### config.mk
export PLATFORM = sky130hd
export DESIGN_NAME = mult_div_ctrl_flat
export DESIGN_NICKNAME = d
export VERILOG_FILES = /design/src/rtl/mult_div_ctrl_if.sv /design/src/rtl/mult_div_ctrl.sv /design/src/flat_wrapper.sv
export SDC_FILE = /design/constraint.sdc
export NUM_CORES = 1
export LEC_CHECK = 0
export CORE_MARGIN = 4
export CORE_UTILIZATION = 38
export CTS_CLUSTER_DIAMETER = 120
export DETAILED_ROUTE_END_ITERATION = 10
export GPL_ROUTABILITY_DRIVEN = 0
export PLACE_DENSITY_LB_ADDON = 0.2
export SETUP_SLACK_MARGIN = 0.5
export SLEW_MARGIN = 30
export SYNTH_ARGS = -nofsm -noshare
export SYNTH_HDL_FRONTEND = slang
export SYNTH_SLANG_ARGS = --single-unit
export TNS_END_PERCENT = 30
### constraint.sdc
create_clock -name clock -period 1.31 [get_ports clock]
set_input_delay 0.393 -clock clock [delete_from_list [all_inputs] [get_ports clock]]
set_output_delay 0.393 -clock clock [all_outputs]
set_load 0.05 [all_outputs]
### src/rtl/mult_div_ctrl_if.sv
// Handshake and control bundle between the main control unit and the
// multiply/divide sequencer.
interface mult_div_ctrl_if;
   logic       start;
   logic       op;
   logic       divisor_zero;
   logic       abort;
   logic       busy;
   logic       load;
   logic       mult_step;
   logic       div_step;
   logic       hi_write;
   logic       lo_write;
   logic       hilo_src;
   logic       done;
   logic       div_by_zero;
   logic [5:0] count;

   modport master (
      output start, op, divisor_zero, abort,
      input  busy, load, mult_step, div_step, hi_write, lo_write,
             hilo_src, done, div_by_zero, count
   );

   modport slave (
      input  start, op, divisor_zero, abort,
      output busy, load, mult_step, div_step, hi_write, lo_write,
             hilo_src, done, div_by_zero, count
   );
endinterface

### src/rtl/mult_div_ctrl.sv
// Moore sequencer for an iterative multiply/divide datapath: load, ITERATIONS
// step cycles, HI/LO write-back and completion, with divide-by-zero and abort.
module mult_div_ctrl #(
   parameter int ITERATIONS = 32
) (
   input  logic          clock,
   input  logic          reset,
   mult_div_ctrl_if.slave bus
);

   typedef enum logic [2:0] {
      S_IDLE    = 3'd0,
      S_LOAD    = 3'd1,
      S_RUN     = 3'd2,
      S_WRITE   = 3'd3,
      S_DONE    = 3'd4,
      S_DIVZERO = 3'd5
   } state_t;

   localparam logic [5:0] CNT_INIT = 6'(ITERATIONS - 1);

   state_t     state_q, state_d;
   logic       op_q, op_d;
   logic [5:0] count_q, count_d;

   // State, captured opcode and iteration counter.
   always_ff @(posedge clock) begin
      if (reset) begin
         state_q <= S_IDLE;
         op_q    <= 1'b0;
         count_q <= 6'd0;
      end else begin
         state_q <= state_d;
         op_q    <= op_d;
         count_q <= count_d;
      end
   end

   // Next state; abort outranks every transition except the idle-time start.
   always_comb begin
      state_d = state_q;
      op_d    = op_q;
      count_d = 6'd0;
      if ((state_q != S_IDLE) && bus.abort) begin
         state_d = S_IDLE;
      end else begin
         case (state_q)
            S_IDLE: begin
               if (bus.start) begin
                  state_d = S_LOAD;
                  op_d    = bus.op;
               end else begin
                  state_d = S_IDLE;
               end
            end
            S_LOAD: begin
               if (op_q && bus.divisor_zero) begin
                  state_d = S_DIVZERO;
               end else begin
                  state_d = S_RUN;
                  count_d = CNT_INIT;
               end
            end
            S_RUN: begin
               if (count_q == 6'd0) begin
                  state_d = S_WRITE;
               end else begin
                  count_d = count_q - 6'd1;
               end
            end
            S_WRITE:   state_d = S_DONE;
            S_DONE:    state_d = S_IDLE;
            S_DIVZERO: state_d = S_IDLE;
            default:   state_d = S_IDLE;
         endcase
      end
   end

   // Output decode from registered state only.
   always_comb begin
      bus.busy        = (state_q != S_IDLE);
      bus.load        = 1'b0;
      bus.mult_step   = 1'b0;
      bus.div_step    = 1'b0;
      bus.hi_write    = 1'b0;
      bus.lo_write    = 1'b0;
      bus.hilo_src    = 1'b0;
      bus.done        = 1'b0;
      bus.div_by_zero = 1'b0;
      bus.count       = count_q;
      case (state_q)
         S_LOAD: bus.load = 1'b1;
         S_RUN: begin
            bus.mult_step = ~op_q;
            bus.div_step  = op_q;
         end
         S_WRITE: begin
            bus.hi_write = 1'b1;
            bus.lo_write = 1'b1;
            bus.hilo_src = op_q;
         end
         S_DONE: bus.done = 1'b1;
         S_DIVZERO: begin
            bus.done        = 1'b1;
            bus.div_by_zero = 1'b1;
         end
         default: bus.busy = (state_q != S_IDLE);
      endcase
   end

endmodule

### src/flat_wrapper.sv
// flat-port wrapper written by rule: the top's interface ports become plain ports
module mult_div_ctrl_flat 
#(
   parameter int ITERATIONS = 32
)
  (clock, reset, bus_start, bus_op, bus_divisor_zero, bus_abort, bus_busy, bus_load, bus_mult_step, bus_div_step, bus_hi_write, bus_lo_write, bus_hilo_src, bus_done, bus_div_by_zero, bus_count);
  mult_div_ctrl_if bus_i ();
  input  logic clock;
  input  logic reset;
  input wire logic [$bits(bus_i.start)-1:0] bus_start;
  input wire logic [$bits(bus_i.op)-1:0] bus_op;
  input wire logic [$bits(bus_i.divisor_zero)-1:0] bus_divisor_zero;
  input wire logic [$bits(bus_i.abort)-1:0] bus_abort;
  output wire logic [$bits(bus_i.busy)-1:0] bus_busy;
  output wire logic [$bits(bus_i.load)-1:0] bus_load;
  output wire logic [$bits(bus_i.mult_step)-1:0] bus_mult_step;
  output wire logic [$bits(bus_i.div_step)-1:0] bus_div_step;
  output wire logic [$bits(bus_i.hi_write)-1:0] bus_hi_write;
  output wire logic [$bits(bus_i.lo_write)-1:0] bus_lo_write;
  output wire logic [$bits(bus_i.hilo_src)-1:0] bus_hilo_src;
  output wire logic [$bits(bus_i.done)-1:0] bus_done;
  output wire logic [$bits(bus_i.div_by_zero)-1:0] bus_div_by_zero;
  output wire logic [$bits(bus_i.count)-1:0] bus_count;
  assign bus_i.start = bus_start;
  assign bus_i.op = bus_op;
  assign bus_i.divisor_zero = bus_divisor_zero;
  assign bus_i.abort = bus_abort;
  assign bus_busy = bus_i.busy;
  assign bus_load = bus_i.load;
  assign bus_mult_step = bus_i.mult_step;
  assign bus_div_step = bus_i.div_step;
  assign bus_hi_write = bus_i.hi_write;
  assign bus_lo_write = bus_i.lo_write;
  assign bus_hilo_src = bus_i.hilo_src;
  assign bus_done = bus_i.done;
  assign bus_div_by_zero = bus_i.div_by_zero;
  assign bus_count = bus_i.count;
  mult_div_ctrl #(.ITERATIONS(ITERATIONS)) u_core (.clock(clock), .reset(reset), .bus(bus_i));
endmodule
==> results.tsv, run 1 <==
metric	value	unit
vias in the first global route	631	
Mean Syn Cell Area	8.329	um2
latest clock arrival within the worst-skew pair	0.28	ns
critical path peak fanout	5	
period utilisation layout	131.3	%
gr ovfl total	0	
Seq/Total Area, Yosys	34.33	%
max_slew headroom	75.26	%
Final Skew	0.002262	ns
HPWL Detailed	1276	um
switching part of the total	31.44	%
HP Class	flip-flop to flip-flop	
grt met2 use	31.98	%
first-pass GRT wire length	2829	um
layout cells sized above 1	53.40	%
initial core utilization	42.67	%
Setup violations, final	15	
final core utilization	83.15	%
largest net degree at the start of global routing	8	
Chip Height	47.17	um
DR vias/cell	5.263	
VDD IR max	0.0006222	V
power share of the sequential group	36.0	%
Final WS setup	-0.4098	ns
Post-Route WL	1701	um
Worst-Margin Slew	0.3691	ns
largest cells by area after synthesis	dfxtp_1 34%, nor2_1 6.4%, xor2_1 6.0%	
CP Capture Type	output pin	
RSZ-0062 raised after global routing	yes	
Area Overhead vs Synth	94.85	%
Data arrival, critical path	1.33	ns
M1 GR Usage	20.63	%
initial antenna violation count	0	
clock power share	32.6	%
Syn Inst Count	70	
Vias	621	
Fin Hold WS	0.6222	ns
Post-Syn Area	583.1	um2
clock transition at the registers of the reported paths	0.07	ns
sw power	0.2787	mW
Synth Flop Type	dfxtp_1	
GRT Overall Usage	19.12	%
Hold Fails Final Rpt	0	
failing checks	negative setup slack	
met3 Usage GRT	5.364	%
post-synth top area share	34.33	%
Mapped Nets	78	
Inserted Diodes	0	
ys async rst share	0	%
number of synthesized flops with an enable pin	0	
CTS sink cnt	10	
GRT Max-Usage Layer	met2	
Port Buffer Count	20	
Yosys Warn Count	0	
total power	0.8865	mW
worst slack, placed	-0.2659	ns
max_cap viols	0	
1st-iter DRT viols	31	
H-tree levels	1	
most frequent cells after synthesis	10 x dfxtp_1, 10 x nor2_1, 5 x inv_1, 5 x nand2_1	
Gate power share	31.4	%
# DRC	0	
Final nets	112	
Power Density	780.3	nW/um2
per-cell routed wire length	14.42	um
outcome	finished with violations	
clock root cell	clkbuf_4	
Placed Cells	113	
max-slew violation count	0	
io pins	21	
crit start category	flip-flop	
Non-Filler Instances	118	
min cycle time layout	1.720	ns
core area	1366	um2
Pleak	0.4620	nW
die area	2225	um2
Detail Route Antenna Nets	0	
Pre-antenna DRT Iters	4	
Clock Path Buffers	2	
die width	47.17	um
internal power	0.6078	mW
Req. time, crit path	0.92	ns
std cell rows	13	
CTS tree	done	
CP Class	flip-flop to output pin	
total CTS buffers	3	
#FFs+latches synth	10	
largest area contributor in the netlist	dfxtp_1	
post-synth cell types	31	
f_max	581.5	MHz
-- kinds of logic after synthesis --
logic type               Yosys count  share of synthesized area, %
multiplexers                       1                         1.717
buffers and inverters              8                         8.370
adder cells (fa/ha/maj)            2                         4.291
AND/OR/NAND/NOR                   32                         30.05
XOR/XNOR                           5                         7.510
AO/OA/AOI/OAI                     12                         13.74
flip-flops                        10                         34.33
-- power groups by stage --
stage	Sequential [mW]	Combinational (mW)	Clock [mW]
final	0.319	0.278	0.289
after global routing	0.321	0.295	0.310
after CTS	0.319	0.259	0.298
after detailed placement	0.328	0.246	0
after global placement	0.327	0.242	0
after floorplan	0.335	0.146	0
-- placed cells by master, fill, tap and decap left out, types with 2 or more instances in the layout --
cell type | Yosys | layout
xor2_1 | 4 | 4
nand3b_1 | 2 | 2
nor3_2 | 1 | 2
buf_6 | 2 | 7
o21ai_0 | 2 | 2
clkbuf_4 | 0 | 3
dfxtp_1 | 10 | 3
a21oi_1 | 4 | 3
clkdlybuf4s50_1 | 0 | 5
nor2_4 | 0 | 4
dfxtp_2 | 0 | 3
buf_12 | 0 | 12
ha_1 | 2 | 2
buf_4 | 1 | 8
inv_1 | 5 | 5
nor2_1 | 10 | 6
nand3_1 | 2 | 2
nand2_1 | 5 | 4
dfxtp_4 | 0 | 4
-- per-layer routing --
layer | vias up | routed length (um) | part of all wire [%]
met2 | 22 | 841 | 49
li1 | 303 | - | -
met1 | 288 | 709 | 42
met4 | 0 | 57 | 3.4
met5 | - | 0 | 0
met3 | 8 | 93 | 5.5
-- area by class of cell --
| type | instances | area [um2] |
|---|---|---|
| multi-input cells | 52 | 414.1 |
| repair buffers | 32 | 429.2 |
| fillers | 78 | 230.2 |
| inverters | 5 | 18.77 |
| well taps | 15 | 18.77 |
| clock buffers | 4 | 36.28 |
| flip-flops and latches | 10 | 219.0 |
-- worst max-delay path, cell delays in order (launching register included) --
cell and delay [ns]:
dfxtp_2 0.34, or3b_4 0.45, nor2_4 0.12, buf_12 0.14
-- final timing paths --
path / startpoint / end / slack, ns / depth (start not counted)
max: u_core.state_q[2]$_SDFFE_PP0P_ / bus_mult_step / -0.41 / 3
max reg2reg: u_core.state_q[2]$_SDFFE_PP0P_ / u_core.bus.count[1]$_SDFF_PP0_ / -0.19 / 5
min: u_core.bus.count[3]$_SDFF_PP0_ / u_core.bus.count[3]$_SDFF_PP0_ / 0.62 / 3
min reg2reg: u_core.bus.count[3]$_SDFF_PP0_ / u_core.bus.count[3]$_SDFF_PP0_ / 0.62 / 3
-- timing repair --
item	4_1_cts	5_1_grt
buffers inserted	0	1
pin swaps	4	4
hold buffers	0	0
endpoints found under the setup margin	25	25
resized for setup	14	7
-- state kept, by name, indices dropped and copies added (netlist names) --
signal,flops
u_core.bus.count,6
u_core.state_q,3
u_core.op_q,1
-- through the flow --
stage	area, um2	TNS, ns
finish	1136	-3.269
global route	1136	-4.135
CTS	1105	-3.574
detailed placement	1018	-2.448
global placement	1018	-1.837
floorplan	638.1	-1.064
(Power assumes the default switching activity.)
==> run 2, diff against run 1 <==
==> constraint.sdc (replaced) <==
create_clock -name clock -period 1.31 [get_ports clock]
set_input_delay 0.1965 -clock clock [delete_from_list [all_inputs] [get_ports clock]]
set_output_delay 0.1965 -clock clock [all_outputs]
set_load 0.05 [all_outputs]
==> results.tsv, run 2 (synthesis gave the netlist of run 1 again) <==
metric	value	unit
crit start category	flip-flop	
CP Class	flip-flop to output pin	
placed instance area	1028	um2
io pins	21	
Final Skew	0.001361	ns
Clock Path Buffers	2	
CP Capture Type	output pin	
failing checks	negative setup slack	
core area	1366	um2
CP Buf/Inv Count	1	
DR vias/cell	5.347	
CTS sink cnt	10	
Pleak	0.4724	nW
Pre-antenna DRT Iters	4	
critical path peak fanout	4	
Vias	631	
Detail Route Antenna Nets	0	
CTS tree	done	
Setup violations, final	15	
Fin Hold WS	0.5478	ns
worst slack, placed	-0.1042	ns
die width	47.17	um
slowest stage cell on the critical path	or3b_4	
max_slew headroom	82.19	%
GRT Overall Usage	20.22	%
Req. time, crit path	1.11	ns
initial antenna violation count	0	
Port Buffer Count	20	
Power Density	753.2	nW/um2
total CTS buffers	3	
Non-Filler Instances	118	
clock transition at the registers of the reported paths	0.07	ns
most common cell after layout, fill and taps aside	buf_12	
VDD IR max	0.0005375	V
final core utilization	85.16	%
Post-Route WL	1836	um
first-pass GRT wire length	3077	um
Final WS setup	-0.2322	ns
max-slew violation count	0	
Hold Fails Final Rpt	0	
clock root cell	clkbuf_4	
H-tree levels	1	
CTS Hold Bufs	0	
Final Cell Area	1164	um2
Final nets	112	
f_max	648.4	MHz
max reg flops	6	
HP Class	input port to flip-flop	
latest clock arrival within the worst-skew pair	0.27	ns
CP cell instances	or3b_4 -> nor2_4 -> buf_12	
RSZ-0062 raised after global routing	yes	
std cell rows	13	
outcome	finished with violations	
Placed Cells	110	
min cycle time layout	1.542	ns
initial core utilization	42.67	%
Inserted Diodes	0	
per-cell routed wire length	15.56	um
vias in the first global route	657	
largest net degree at the start of global routing	9	
HPWL Detailed	1339	um
max_cap viols	0	
# DRC	0	
period utilisation layout	117.7	%
commonest non-fill, non-tap cells in the layout	14 x buf_12, 8 x buf_6	
Fillers	77	
layout cells sized above 1	53.40	%
Worst-Margin Slew	0.2663	ns
Data arrival, critical path	1.35	ns
Area Overhead vs Synth	99.57	%
Slowest Stage Delay on Critical Path	0.45	ns
Chip Height	47.17	um
die area	2225	um2
1st-iter DRT viols	10	
Top Family by Delay on Critical Path	simple AND/OR/NAND/NOR gates	
gr ovfl total	0	
run 2: per-stage QoR:
stage / power [mW] / TNS (ns)
4_1_cts: 0.8826 / -1.570
5_1_grt: 0.9181 / -2.742
3_3_place_gp: 0.5659 / -0.03106
6_report: 0.8764 / -1.737
2_1_floorplan: 0.4848 / -0.02378
3_5_place_dp: 0.5736 / -0.2871
run 2: metal layers:
metal	routed length (um)	part of all wire [%]	up-vias	GRT usage [%]
met2	992	54	17	34.69
met5	0	0	-	0
met4	39	2.1	0	8.287
met1	725	39	304	22.95
met3	78	4.2	4	6.513
li1	-	-	306	-
run 2: cell type report:
| cell class | instances | area (um2) | area share [%] |
|---|---|---|---|
| clock buffers | 4 | 36.28 | 3.118 |
| inverters | 5 | 22.52 | 1.935 |
| multi-input cells | 52 | 409.1 | 35.16 |
| flip-flops and latches | 10 | 219.0 | 18.82 |
| well taps | 15 | 18.77 | 1.613 |
| repair buffers | 32 | 457.9 | 39.35 |
run 2: repair_timing:
| action | 4_1_cts | 5_1_grt |
|---|---|---|
| pin swaps | 5 | 5 |
| buffers inserted | 4 | 0 |
| gates resized for setup | 18 | 3 |
| endpoints found under the setup margin | 25 | 25 |
run 2: final timing paths:
path                                  startpoint                             end  slack [ns]  cells past startpoint
setup / recovery  u_core.state_q[1]$_SDFFE_PP0P_                   bus_mult_step       -0.23                      3
hold / removal                         bus_abort  u_core.state_q[2]$_SDFFE_PP0P_        0.55                      2
setup reg to reg  u_core.state_q[1]$_SDFFE_PP0P_  u_core.bus.count[2]$_SDFF_PP0_       -0.08                      4
hold reg to reg   u_core.bus.count[3]$_SDFF_PP0_  u_core.bus.count[3]$_SDFF_PP0_        0.61                      3
run 2: report_power, final:
group / switching [mW] / total [mW] / leakage [nW] / internal (mW)
clock network: 0.112 / 0.282 / 0.0210 / 0.169
registers: 0.0142 / 0.323 / 0.0856 / 0.309
logic: 0.146 / 0.272 / 0.366 / 0.126
total: 0.273 / 0.876 / 0.472 / 0.604
==> run 3, diff against run 2 <==
--- a/config.mk
+++ b/config.mk
@@ -5,6 +5,7 @@
 export SDC_FILE = /design/constraint.sdc
 export NUM_CORES = 1
 export LEC_CHECK = 0
+export CAP_MARGIN = 20
 export CORE_MARGIN = 4
 export CORE_UTILIZATION = 38
 export CTS_CLUSTER_DIAMETER = 120
==> results of run 3 <==
Final layout, timing and power as in run 2 (identical DEF).
